===== config.mk =====
export PLATFORM = sky130hd
export DESIGN_NAME = conv33_ctrl
export DESIGN_NICKNAME = d
export VERILOG_FILES = /design/src/rtl/conv33_ctrl.sv
export SDC_FILE = /design/constraint.sdc
export NUM_CORES = 1
export LEC_CHECK = 0
export BUFFER_PORTS_ARGS = -buffer_cell sky130_fd_sc_hd__buf_2
export CORE_UTILIZATION = 50
export DETAILED_ROUTE_END_ITERATION = 8
export PLACE_DENSITY_LB_ADDON = 0.25
export SLEW_MARGIN = 10
export SYNTH_ARGS = -nofsm -noshare
export SYNTH_HDL_FRONTEND = slang
export SYNTH_SLANG_ARGS = --single-unit

===== constraint.sdc =====
create_clock -name clk -period 4.33 [get_ports clk]
set_input_delay 0.2165 -clock clk [delete_from_list [all_inputs] [get_ports clk]]
set_output_delay 0.2165 -clock clk [all_outputs]
set_load 0.05 [all_outputs]

===== src/rtl/conv33_ctrl.sv =====
// Sequencer for one 3x3 convolution engine: loads weights and bias, walks every
// valid 3x3 window of the feature map, and writes each engine result to the output RAM.
module conv33_ctrl #(
    parameter int DATA_WIDTH = 8,
    parameter int OUT_WIDTH  = 32,
    parameter int IMG_W      = 28,
    parameter int IMG_H      = 28,
    parameter int ADDR_WIDTH = 10
) (
    input  logic                    clk,
    input  logic                    rst,
    input  logic                    start,
    input  logic [OUT_WIDTH-1:0]    bias_in,
    output logic                    busy,
    output logic                    done,
    output logic                    wt_rd_en,
    output logic [3:0]              wt_rd_addr,
    input  logic [DATA_WIDTH-1:0]   wt_rd_data,
    output logic                    fm_rd_en,
    output logic [ADDR_WIDTH-1:0]   fm_rd_addr,
    input  logic [DATA_WIDTH-1:0]   fm_rd_data,
    output logic [9*DATA_WIDTH-1:0] win_data,
    output logic [9*DATA_WIDTH-1:0] weights,
    output logic [OUT_WIDTH-1:0]    bias,
    output logic                    conv33_en,
    input  logic                    calc_valid,
    input  logic [OUT_WIDTH-1:0]    calc_result,
    output logic                    out_wr_en,
    output logic [ADDR_WIDTH-1:0]   out_wr_addr,
    output logic [OUT_WIDTH-1:0]    out_wr_data
);
    typedef enum logic [2:0] {IDLE, LOAD_W, FETCH, CALC, WAIT, DONE} state_t;

    state_t                          state, state_nx;
    logic [3:0]                      cnt;
    logic [3:0]                      km1;
    logic [ADDR_WIDTH-1:0]           r, c;
    logic [1:0]                      dy, dx;
    logic                            last_win;
    logic [8:0][DATA_WIDTH-1:0]      wts, win;

    assign weights  = wts;
    assign win_data = win;
    assign km1      = cnt - 4'd1;
    assign last_win = (r == ADDR_WIDTH'(IMG_H - 3)) && (c == ADDR_WIDTH'(IMG_W - 3));

    always_ff @(posedge clk) begin
        if (!rst) state <= IDLE;
        else      state <= state_nx;
    end

    always_comb begin
        state_nx = state;
        case (state)
            IDLE:    if (start) state_nx = LOAD_W;
            LOAD_W:  if (cnt == 4'd9) state_nx = FETCH;
            FETCH:   if (cnt == 4'd9) state_nx = CALC;
            CALC:    state_nx = WAIT;
            WAIT:    if (calc_valid) state_nx = last_win ? DONE : FETCH;
            DONE:    state_nx = IDLE;
            default: state_nx = IDLE;
        endcase
    end

    // Window offset (row, col) of the pixel fetched in FETCH cycle cnt.
    always_comb begin
        case (cnt)
            4'd0:    {dy, dx} = {2'd0, 2'd0};
            4'd1:    {dy, dx} = {2'd0, 2'd1};
            4'd2:    {dy, dx} = {2'd0, 2'd2};
            4'd3:    {dy, dx} = {2'd1, 2'd0};
            4'd4:    {dy, dx} = {2'd1, 2'd1};
            4'd5:    {dy, dx} = {2'd1, 2'd2};
            4'd6:    {dy, dx} = {2'd2, 2'd0};
            4'd7:    {dy, dx} = {2'd2, 2'd1};
            4'd8:    {dy, dx} = {2'd2, 2'd2};
            default: {dy, dx} = {2'd0, 2'd0};
        endcase
    end

    always_comb begin
        busy       = (state != IDLE);
        done       = (state == DONE);
        conv33_en  = (state == CALC);
        wt_rd_en   = (state == LOAD_W) && (cnt < 4'd9);
        wt_rd_addr = wt_rd_en ? cnt : 4'd0;
        fm_rd_en   = (state == FETCH) && (cnt < 4'd9);
        fm_rd_addr = '0;
        if (fm_rd_en)
            fm_rd_addr = (r + ADDR_WIDTH'(dy)) * ADDR_WIDTH'(IMG_W) + c + ADDR_WIDTH'(dx);
    end

    always_ff @(posedge clk) begin
        if (!rst) begin
            cnt         <= '0;
            r           <= '0;
            c           <= '0;
            wts         <= '0;
            win         <= '0;
            bias        <= '0;
            out_wr_en   <= 1'b0;
            out_wr_addr <= '0;
            out_wr_data <= '0;
        end else begin
            out_wr_en <= 1'b0;
            case (state)
                IDLE: begin
                    cnt <= '0;
                    if (start) begin
                        bias <= bias_in;
                        r    <= '0;
                        c    <= '0;
                    end
                end
                LOAD_W: begin
                    cnt <= (cnt == 4'd9) ? 4'd0 : cnt + 4'd1;
                    if (cnt != 4'd0) wts[km1] <= wt_rd_data;
                end
                FETCH: begin
                    cnt <= (cnt == 4'd9) ? 4'd0 : cnt + 4'd1;
                    if (cnt != 4'd0) win[km1] <= fm_rd_data;
                end
                WAIT: begin
                    if (calc_valid) begin
                        out_wr_en   <= 1'b1;
                        out_wr_data <= calc_result;
                        out_wr_addr <= r * ADDR_WIDTH'(IMG_W - 2) + c;
                        if (c == ADDR_WIDTH'(IMG_W - 3)) begin
                            c <= '0;
                            r <= r + 1'b1;
                        end else begin
                            c <= c + 1'b1;
                        end
                    end
                end
                default: ;
            endcase
        end
    end
endmodule


==> flow_summary.toml <==
[outcome]
status = "finished, final reports clean"

[timing]
hold_ws_ps = 46.8
clock.fmax_mhz = 234
setup_viol = 0
clock-skew-final_ps = 15.7
slew_headroom_pct = 21.0
worstMarginPinSlew_ps = 1180
fin_crit_sh_pct = 98.6
rsz0062_at_grt = "yes"
min_period_ps = 4270
hold_viol_final = 0
slew_viol_final = 0
fin_setup_tns_ps = 0

[layout]
final_cell_mix = "buf_2, nand2_1, dfxtp_1, a21oi_1, nor2_1"
layout_commonest_cell = "buf_2"
layout-drive-gt1-share_pct = 25.7
nets = 1826
fin_area_sq_um = 14700
area_growth_pct = 31.4
fin_util_pct = 67.2

[setup_path]
crit_top_cell = "ha_1"
setup.worst_path.class = "reg -> out"
r2r_end = "out_wr_addr[9]"
path_cells = "ha_4 > fa_2 > xor2_2 > buf_4 > xor2_1 > ha_1 > ha_1 > a21o_1 > a21oi_2 > xnor2_1 > ha_1 > o21a_1 > a21oi_2 > o21ai_0 > xnor2_1 > nor2_2 > buf_6"
crit_cells = 17
timing.rr.start = "r[0]"
r2r_slack_ps = 710
worstSetupStartpoint = "r[0]"
end_kind = "primary output"
worst_path_max_delay_cell = "fa_2"
path_max_fanout = 3
path_buf_inv = 2
reg2reg_depth = 15
cp_top_family = "adder cells"
slowest_delay_ps = 360
start_kind = "register"
cp.arrival_ps = 4050
worstPathRequired_ps = 4110
crit_end = "fm_rd_addr[8]"

[power_and_ir_drop]
p_sw_share_pct = 25.9
powerDensity_nw_per_um2 = 364
internal-power_mw = 3.96
p_leak_nw = 7.01
netSwitchingPower_mw = 1.38
design_power_total_mw = 5.34
p_comb_share_pct = 10.3
share_seq_of_total_power_pct = 44.6
vdd_drop_max_mv = 0.359
clock_power_share_pct = 45.1

[synth]
synth_nets = 1472
async_reset_ff_share_pct = 0
synth_ff_type = "dfxtp_1"
synth-seq-cells = 250
synth_area_sq_um = 11200
yosys_warnings = 0
netlist_instances = 1327
ys_types = 61
synth_edf_count = 0
syn_area_per_cell_sq_um = 8.41
ys_seq_area_share_pct = 44.8

[placement]
post_dp_cell_area_sq_um = 12900
hpwl_mm = 21.7
numPortBuffers = 321
place_congestion = 0.871

[clock_tree]
cts_tree = "done"
cts_buffers = 27
cts_root_buf = "clkbuf_16"
worst_skew_pair.late_latency_ps = 540
cts_max_path_buffers = 3
cts.clk_slew.worst_paths_ps = 60
numClockSinks = 250
htreeDepth = 1

[grt]
grt_pass1_vias = 9895
grt_overflow_total = 0
groute.usage.overall_pct = 27.8
antenna_found_initial = 0
grt_pass1_wl_mm = 50.4
grt_max_degree = 84

[drt]
route.detailed.drc = 0
first_pass_iters = 5
via_per_inst = 5.39
ant_nets = 0
routedWlPerCell_um = 16.8
wl_mm = 33.3
drt-initial-drc-count = 579
routed-via-count = 10700

[die]
die_x_um = 151
fp.dieH_um = 151
start_util_pct = 51.1
die_area_sq_um = 22900
pin_count = 322
fp.coreArea_sq_um = 21800
rows = 54

[flow_run]
cap_violations = 0

[min_path]
hp-class = "in -> reg"
-- final cells by class --
cell class | count | area (sq um)
Clock buffer | 36 | 749
Timing Repair Buffer | 413 | 2480
Fill cell | 1756 | 7160
Sequential cell | 250 | 5010
Tap cell | 280 | 350
Inverter | 47 | 181
Antenna cell | 1 | 2.50
Multi-Input combinational cell | 942 | 5720
Clock inverter | 13 | 179
-- timing repair --
action | in CTS | in global routing
pin swaps | 11 | 15
buffers inserted | 6 | 6
resized for setup | 21 | 8
hold buffers | 64 | 0
endpoints found under the hold margin | 64 | 0
endpoints found under the setup margin | 3 | 3
-- sequential cells by signal, summed over array words and instances (netlist names) --
| register | count |
|---|---|
| weights | 72 |
| win_data | 72 |
| bias | 32 |
| out_wr_data | 32 |
| c | 10 |
| out_wr_addr | 10 |
| r | 10 |
| cnt | 4 |
| state | 3 |
| dx | 2 |
| dy | 2 |
| out_wr_en | 1 |
-- per-layer routing --
metal | GRT usage, % | part of all wire (%) | up-vias
li1 | - | - | 5151
met5 | 0 | 0 | -
met1 | 34.8 | 41 | 5021
met3 | 5.09 | 6.5 | 89
met2 | 46.8 | 48 | 427
met4 | 11.4 | 4.1 | 0
-- tightest hold or removal path: stages --
cell and delay [ps]:
buf_2 110, a21oi_1 70, nor2_1 90, nor2_1 40
-- metrics by stage --
stage	setup WS [ps]	cells
4_1_cts	-2.57	1975
3_3_place_gp	317	1856
6_report	62.1	1982
5_1_grt	-121	1981
3_5_place_dp	172	1856
2_1_floorplan	67.0	1327
-- logic make-up after synthesis --
logic type	Yosys count	share of synthesized area [%]
simple gates	528	21.0
flops	250	44.8
compound gates	244	12.2
buf+inv	135	5.00
fa+ha+maj	61	7.58
mux	60	5.39
xor+xnor	49	3.97
-- power groups by stage --
stage | clock network, mW | registers (mW) | logic, mW
3_5_place_dp | 0 | 2.43 | 0.490
6_report | 2.41 | 2.38 | 0.549
4_1_cts | 2.44 | 2.38 | 0.537
2_1_floorplan | 0 | 2.52 | 0.257
5_1_grt | 2.53 | 2.38 | 0.586
3_3_place_gp | 0 | 2.43 | 0.487
-- cells in the mapped netlist, types with 3 or more instances --
cell	count	area [sq um]
ha_1	50	626
fa_1	11	220
and2_1	7	43.8
inv_1	47	176
o21a_1	3	22.5
nand3_1	99	495
o22ai_1	4	25.0
nor2b_1	4	25.0
o21bai_1	5	37.5
buf_6	3	33.8
nor3_1	6	30.0
xnor2_1	35	307
nand2b_1	5	31.3
nand2_1	257	965
o21ai_0	13	65.1
nand3_2	4	40.0
buf_2	20	100
a21o_1	12	90.1
nand4_1	7	43.8
xor2_1	13	114
and3_1	8	50.1
a21oi_1	184	921
or3_1	4	25.0
a211oi_1	5	37.5
mux2i_1	59	591
nor2_1	109	409
dfxtp_1	250	5000
clkbuf_1	63	236
-- how the worst min path moves through the flow --
| stage | startpoint | end | slack, ps | cells past startpoint |
|---|---|---|---|---|
| after floorplan | bias_in[24] | bias[24] | 350 | 2 |
| after global placement | out_wr_addr[4] | out_wr_addr[4] | 440 | 2 |
| after detailed placement | bias[14] | bias[14] | 440 | 2 |
| after CTS | fm_rd_data[1] | win_data[9] | 20 | 3 |
| after global routing | fm_rd_data[1] | win_data[9] | 40 | 3 |
| final | calc_valid | state[2] | 50 | 4 |
Note: power is estimated with default switching activity, not from simulation.
